$ cat src/rtl/mem_arb_pkg.sv
// Shared types and constants for the IF/LS memory-port arbiter.
package mem_arb_pkg;

  // Arbiter FSM states; IDLE encodes as zero so a reset FSM reads as 0.
  typedef enum logic [1:0] {
    IDLE = 2'd0,
    REQ  = 2'd1,
    WAIT = 2'd2
  } state_t;

  // Owner of the single outstanding downstream transaction.
  typedef enum logic {
    OWN_IF = 1'b0,
    OWN_LS = 1'b1
  } owner_t;

  // Contested LS grants allowed before IF is forced through once.
  localparam int DEF_MAX_LS_STREAK = 4;

  // Width of a counter that must hold 0..max_streak inclusive.
  function automatic int streak_w(input int max_streak);
    return (max_streak < 1) ? 1 : $clog2(max_streak + 1);
  endfunction

endpackage

$ cat src/rtl/mem_arb_pick.sv
// Stateless winner selection between fetch and load/store.
// LS normally wins; once the LS streak has reached its limit a
// contending fetch wins instead. A flushed fetch does not contend,
// so a flush can never stall a pending LS request.
module mem_arb_pick
  import mem_arb_pkg::*;
#(
  parameter int MAX_LS_STREAK = DEF_MAX_LS_STREAK,
  parameter int SW            = streak_w(MAX_LS_STREAK)
) (
  input  logic          i_if_valid,
  input  logic          i_ls_valid,
  input  logic          i_flush,
  input  logic [SW-1:0] i_streak,
  output logic          o_if_win,
  output logic          o_ls_win
);

  logic w_if_cand;
  logic w_if_turn;

  // Pick at most one winner from the two requesters.
  always_comb begin
    w_if_cand = i_if_valid & ~i_flush;
    w_if_turn = (i_streak == SW'(MAX_LS_STREAK));
    o_ls_win  = i_ls_valid & ~(w_if_cand & w_if_turn);
    o_if_win  = w_if_cand & ~o_ls_win;
  end

endmodule

$ cat src/rtl/mem_arb.sv
// Two-requester arbiter for the core memory port (fetch vs load/store).
// One transaction outstanding; the response is routed to its owner and
// a fetch response is silently consumed if fetch was redirected.
//
// Handshake: a request transfers on a cycle where valid and ready are
// both high; ready may depend combinationally on valid, valid must not
// depend on ready, and request fields are held until the transfer.
// Responses are single-cycle pulses with no backpressure.
module mem_arb
  import mem_arb_pkg::*;
#(
  parameter int ADDR_W        = 64,
  parameter int DATA_W        = 64,
  parameter int MAX_LS_STREAK = DEF_MAX_LS_STREAK
) (
  input  logic                clk,
  input  logic                rst_n,
  input  logic                if_req_valid,
  input  logic [ADDR_W-1:0]   if_req_addr,
  output logic                if_req_ready,
  output logic                if_rsp_valid,
  output logic [DATA_W-1:0]   if_rsp_data,
  input  logic                flush,
  input  logic                ls_req_valid,
  input  logic                ls_req_we,
  input  logic [ADDR_W-1:0]   ls_req_addr,
  input  logic [DATA_W-1:0]   ls_req_wdata,
  input  logic [DATA_W/8-1:0] ls_req_wmask,
  output logic                ls_req_ready,
  output logic                ls_rsp_valid,
  output logic [DATA_W-1:0]   ls_rsp_data,
  output logic                mem_req_valid,
  input  logic                mem_req_ready,
  output logic                mem_req_we,
  output logic [ADDR_W-1:0]   mem_req_addr,
  output logic [DATA_W-1:0]   mem_req_wdata,
  output logic [DATA_W/8-1:0] mem_req_wmask,
  input  logic                mem_rsp_valid,
  input  logic [DATA_W-1:0]   mem_rsp_data,
  output logic                busy,
  output state_t              dbg_state
);

  localparam int SW = streak_w(MAX_LS_STREAK);
  localparam int MW = DATA_W / 8;

  state_t              r_state;
  state_t              w_state_nxt;
  owner_t              r_owner;
  logic                r_drop;
  logic [SW-1:0]       r_streak;
  logic                r_we;
  logic [ADDR_W-1:0]   r_addr;
  logic [DATA_W-1:0]   r_wdata;
  logic [MW-1:0]       r_wmask;

  logic                w_idle;
  logic                w_if_win;
  logic                w_ls_win;
  logic                w_if_acc;
  logic                w_ls_acc;
  logic                w_rsp_done;

  mem_arb_pick #(
    .MAX_LS_STREAK (MAX_LS_STREAK),
    .SW            (SW)
  ) u_pick (
    .i_if_valid (if_req_valid),
    .i_ls_valid (ls_req_valid),
    .i_flush    (flush),
    .i_streak   (r_streak),
    .o_if_win   (w_if_win),
    .o_ls_win   (w_ls_win)
  );

  // Readies are qualified by rst_n so nothing is accepted while held in reset.
  assign w_idle     = rst_n & (r_state == IDLE);
  assign w_if_acc   = w_idle & w_if_win;
  assign w_ls_acc   = w_idle & w_ls_win;
  assign w_rsp_done = (r_state == WAIT) & mem_rsp_valid;

  // FSM state register.
  always_ff @(posedge clk or negedge rst_n) begin
    if (!rst_n) r_state <= IDLE;
    else        r_state <= w_state_nxt;
  end

  // FSM next-state: accept -> issue -> await response.
  always_comb begin
    w_state_nxt = r_state;
    case (r_state)
      IDLE:    if (w_if_acc | w_ls_acc) w_state_nxt = REQ;
      REQ:     if (mem_req_ready)       w_state_nxt = WAIT;
      WAIT:    if (mem_rsp_valid)       w_state_nxt = IDLE;
      default:                          w_state_nxt = IDLE;
    endcase
  end

  // Latch the granted request and its owner; fetches never write.
  always_ff @(posedge clk or negedge rst_n) begin
    if (!rst_n) begin
      r_owner <= OWN_IF;
      r_we    <= 1'b0;
      r_addr  <= '0;
      r_wdata <= '0;
      r_wmask <= '0;
    end else if (w_ls_acc) begin
      r_owner <= OWN_LS;
      r_we    <= ls_req_we;
      r_addr  <= ls_req_addr;
      r_wdata <= ls_req_wdata;
      r_wmask <= ls_req_wmask;
    end else if (w_if_acc) begin
      r_owner <= OWN_IF;
      r_we    <= 1'b0;
      r_addr  <= if_req_addr;
      r_wdata <= '0;
      r_wmask <= '0;
    end
  end

  // Count contested LS grants; any fetch grant restarts the count.
  always_ff @(posedge clk or negedge rst_n) begin
    if (!rst_n) begin
      r_streak <= '0;
    end else if (w_if_acc) begin
      r_streak <= '0;
    end else if (w_ls_acc && if_req_valid && (r_streak != SW'(MAX_LS_STREAK))) begin
      r_streak <= r_streak + 1'b1;
    end
  end

  // Remember a fetch redirect that hit an in-flight fetch; cleared on return to IDLE.
  always_ff @(posedge clk or negedge rst_n) begin
    if (!rst_n) begin
      r_drop <= 1'b0;
    end else if (w_rsp_done) begin
      r_drop <= 1'b0;
    end else if (flush && (r_state != IDLE) && (r_owner == OWN_IF)) begin
      r_drop <= 1'b1;
    end
  end

  assign if_req_ready  = w_if_acc;
  assign ls_req_ready  = w_ls_acc;

  assign mem_req_valid = (r_state == REQ);
  assign mem_req_we    = r_we;
  assign mem_req_addr  = r_addr;
  assign mem_req_wdata = r_wdata;
  assign mem_req_wmask = r_wmask;

  // A flush in the response cycle itself also suppresses the fetch pulse.
  assign ls_rsp_valid  = w_rsp_done & (r_owner == OWN_LS);
  assign if_rsp_valid  = w_rsp_done & (r_owner == OWN_IF) & ~r_drop & ~flush;
  assign ls_rsp_data   = ls_rsp_valid ? mem_rsp_data : '0;
  assign if_rsp_data   = if_rsp_valid ? mem_rsp_data : '0;

  assign busy          = (r_state != IDLE);
  assign dbg_state     = r_state;

endmodule
$ cat config.mk
export PLATFORM = sky130hd
export DESIGN_NAME = mem_arb
export DESIGN_NICKNAME = d
export VERILOG_FILES = /design/src/rtl/mem_arb_pkg.sv /design/src/rtl/mem_arb_pick.sv /design/src/rtl/mem_arb.sv
export SDC_FILE = /design/constraint.sdc
export NUM_CORES = 1
export LEC_CHECK = 0
export ABC_AREA = 1
export BUFFER_PORTS_ARGS = -buffer_cell sky130_fd_sc_hd__clkbuf_2
export CORE_AREA = 2 2 212 214
export CTS_CLUSTER_DIAMETER = 150
export DETAILED_ROUTE_END_ITERATION = 12
export DIE_AREA = 0 0 214 216
export GPL_TIMING_DRIVEN = 1
export PLACE_DENSITY = 0.4
export SETUP_SLACK_MARGIN = 0.4
export SYNTH_ARGS = -nofsm -noshare
export SYNTH_HDL_FRONTEND = slang
export SYNTH_SLANG_ARGS = --single-unit
$ cat constraint.sdc
create_clock -name clk -period 2.5 [get_ports clk]
set_input_delay 0.5 -clock clk [delete_from_list [all_inputs] [get_ports clk]]
set_output_delay 0.5 -clock clk [all_outputs]
set_load 0.1 [all_outputs]
==> impl_metrics.ini <==
[synth]
synthCells = 919
syn_avg_cell_area_um2 = 7.46
synth.cell_area_mm2 = 0.00686
synth_warnings = 0
synth_cell_types = 22
ys_seq_elements = 144
yosysTopAreaCellShare_pct = 52.5
yosysTopAreaCell = dfrtp_1
synth.area.top_cells = dfrtp_1 (53%), nand2_1 (20%), nand3_1 (9.9%)
syn-num-nets = 1193
seq_area_frac_synth_pct = 52.5

[clock_network]
cts_root_buffer = clkbuf_16
cts.clk_slew.worst_paths_ns = 0.07
clkLatencyLatePin_ns = 0.45
cts_buffer_depth = 2
h-tree-depth = 4
clock-sinks = 144
cts_tree = built
numCtsBuffers = 17
hold_buffers = 0

[placed_design]
dp_hpwl_um = 26400
pre_cts_slack_ns = 0.256
globalplace.congestion = 0.839
port-buffer-count = 544

[global_route]
grt_pass1_wl_um = 52100
grt_max_degree = 145
grt_pass1_vias = 8254
track_usage_pct = 14.9
antenna_found_initial = 1
overflow = 0

[worst_setup_path]
cp_cell_sequence = inv_4 -> nand3_4 -> nor2_4 -> inv_8 -> buf_12 -> nor2_4 -> buf_12
crit_slowest_cell = dfrtp_4
critPathMaxFanout = 15
slowest_delay_ns = 0.49
cp-end-kind = output pin
reg2reg_slack_ns = 0.60
arrival_ns = 1.95
crit_path_start_kind = flop
crit_type = flop to output pin
crit_required_ns = 2.00

[timing]
fin_crit_sh_pct = 98.0
skew_ns = 0.0109
fin_setup_tns_ns = 0
slew-limit-headroom_pct = 38.9
setup_viol = 0
fin_ws_ns = 0.0494
hold_violations = 0
tightest_slew_ns = 0.916
max_freq_mhz = 408
post-route-min-period_ns = 2.45
rsz0062_at_grt = true
slew_viol_final = 0

[floorplan]
initial_core_util_pct = 15.7
dieHeight_um = 216
coreArea_mm2 = 0.0438
die_x_um = 214
rows = 77
pin_count = 545
die-area_mm2 = 0.0462

[pwr]
ir_drop_mv = 0.888
p_leak_nw = 7.32
cellPowerDensity_mw_per_mm2 = 1420
power_mw = 20.7

[final_layout]
antenna_cells = 0
mostFrequentLayoutCell = clkbuf_2
nNetsFinal = 1754
area_growth_pct = 112
drive_gt1_share_pct = 52.3
final_cell_mix = clkbuf_2 (409), nand2_1 (354), dfrtp_1 (142), buf_12 (142), nand3_1 (134)

[drt]
drc_errors = 0
drt_pass1_iterations = 4
wl_per_cell_um = 16.6
antenna_left = 0
vias_per_cell = 3.82
drt-initial-drc-count = 228
routed-via-count = 7959
drt-total-wl_um = 34600

[worst_hold_path]
hold_class = input pin to asynchronous set/reset pin

[status]
status = finished, final reports clean

[job]
drv_cap = 0
[path summary, 6_finish.rpt]
path,startpoint,end,cells after the start
worst min-delay path,rst_n,r_owner$_DFFE_PN0P_,2
worst min register to register,mem_req_wdata[19]$_DFFE_PN0P_,mem_req_wdata[19]$_DFFE_PN0P_,2
max in group asynchronous,rst_n,mem_req_addr[18]$_DFFE_PN0P_,2
worst max register to register,r_streak[0]$_DFFE_PN0P_,mem_req_addr[54]$_DFFE_PN0P_,10
worst max-delay path,dbg_state[0]$_DFFE_PN0P_,if_rsp_data[10],7
min in group clk,ls_req_wdata[1],mem_req_wdata[1]$_DFFE_PN0P_,3
[cells in the mapped netlist]
cell type  count
nor2_4         1
o31ai_1        1
nand4_1        3
nor2_1       132
nand2_2        1
ha_1           2
a21boi_0       1
clkbuf_1      13
nand3_1      136
a21oi_2        1
xor2_1         1
a21oi_1        1
inv_2          8
buf_4          8
o21ai_0        2
buf_6          8
inv_1         71
buf_2         20
nand2_1      357
dfrtp_1      144
nand3_2        1
buf_1          7
[power breakdown]
| group | total (mW) | switching (mW) | internal (mW) |
|---|---|---|---|
| sequential | 4.14 | 0.653 | 3.49 |
| clock | 2.88 | 1.11 | 1.78 |
| combinational | 13.6 | 11.4 | 2.21 |
| total | 20.7 | 13.2 | 7.47 |
[kinds of logic after synthesis]
| family | after synthesis | synth area share, % |
|---|---|---|
| buffers and inverters | 135 | 9.06 |
| AOI/OAI and AO/OA | 6 | 0.565 |
| and+or+nand+nor | 631 | 37.4 |
| xor gates and xnor gates | 1 | 0.128 |
| DFF | 144 | 52.5 |
| adders and majority gates | 2 | 0.365 |
[area by class of cell]
cell class,count,area (µm²)
clock buffer,19,433
clock inverter,12,206
fill,4645,29300
inverter,79,327
multi-input combinational,640,3680
sequential,144,3610
tap,592,741
timing repair buffer,596,5550
timing repair inverter,2,32.5
[timing repair]
| action | CTS | global route |
|---|---|---|
| buffers inserted | 23 | 2 |
| pin swaps | 13 | 13 |
| setup endpoints to repair | 147 | 197 |
| resized for setup | 55 | 7 |
| cloned | 10 | 1 |
[per-stage QoR]
step / std cells / util (%) / hold slack, ns / instance area (µm²)
final: 2084 / 33.2 / 0.166 / 14600
after global routing: 2084 / 33.2 / 0.217 / 14600
after CTS: 2081 / 33.1 / 0.204 / 14500
after detailed placement: 2017 / 30.2 / 0.457 / 13200
after global placement: 2017 / 30.2 / 0.454 / 13200
after floorplan: 919 / - / 0.204 / 8120
[layer usage]
metal	routed length, µm	global-route usage (%)
met1	13100	16.4
met2	18600	27.6
met3	2410	4.43
met4	528	4.57
met5	8	0
[critical path, delay by kind of cell, from the launching register on]
family	cells	cell delay [ns]
buffers and inverters	4	0.56
flip-flops	1	0.49
AND/OR/NAND/NOR	3	0.44
[sequential cells by signal, indices dropped and copies added (netlist names)]
signal	flops
mem_req_we	1
mem_req_wdata	64
r_streak	3
dbg_state	2
mem_req_addr	64
mem_req_wmask	8
r_drop	1
r_owner	1
No activity file was read; power rests on OpenSTA's default activity.
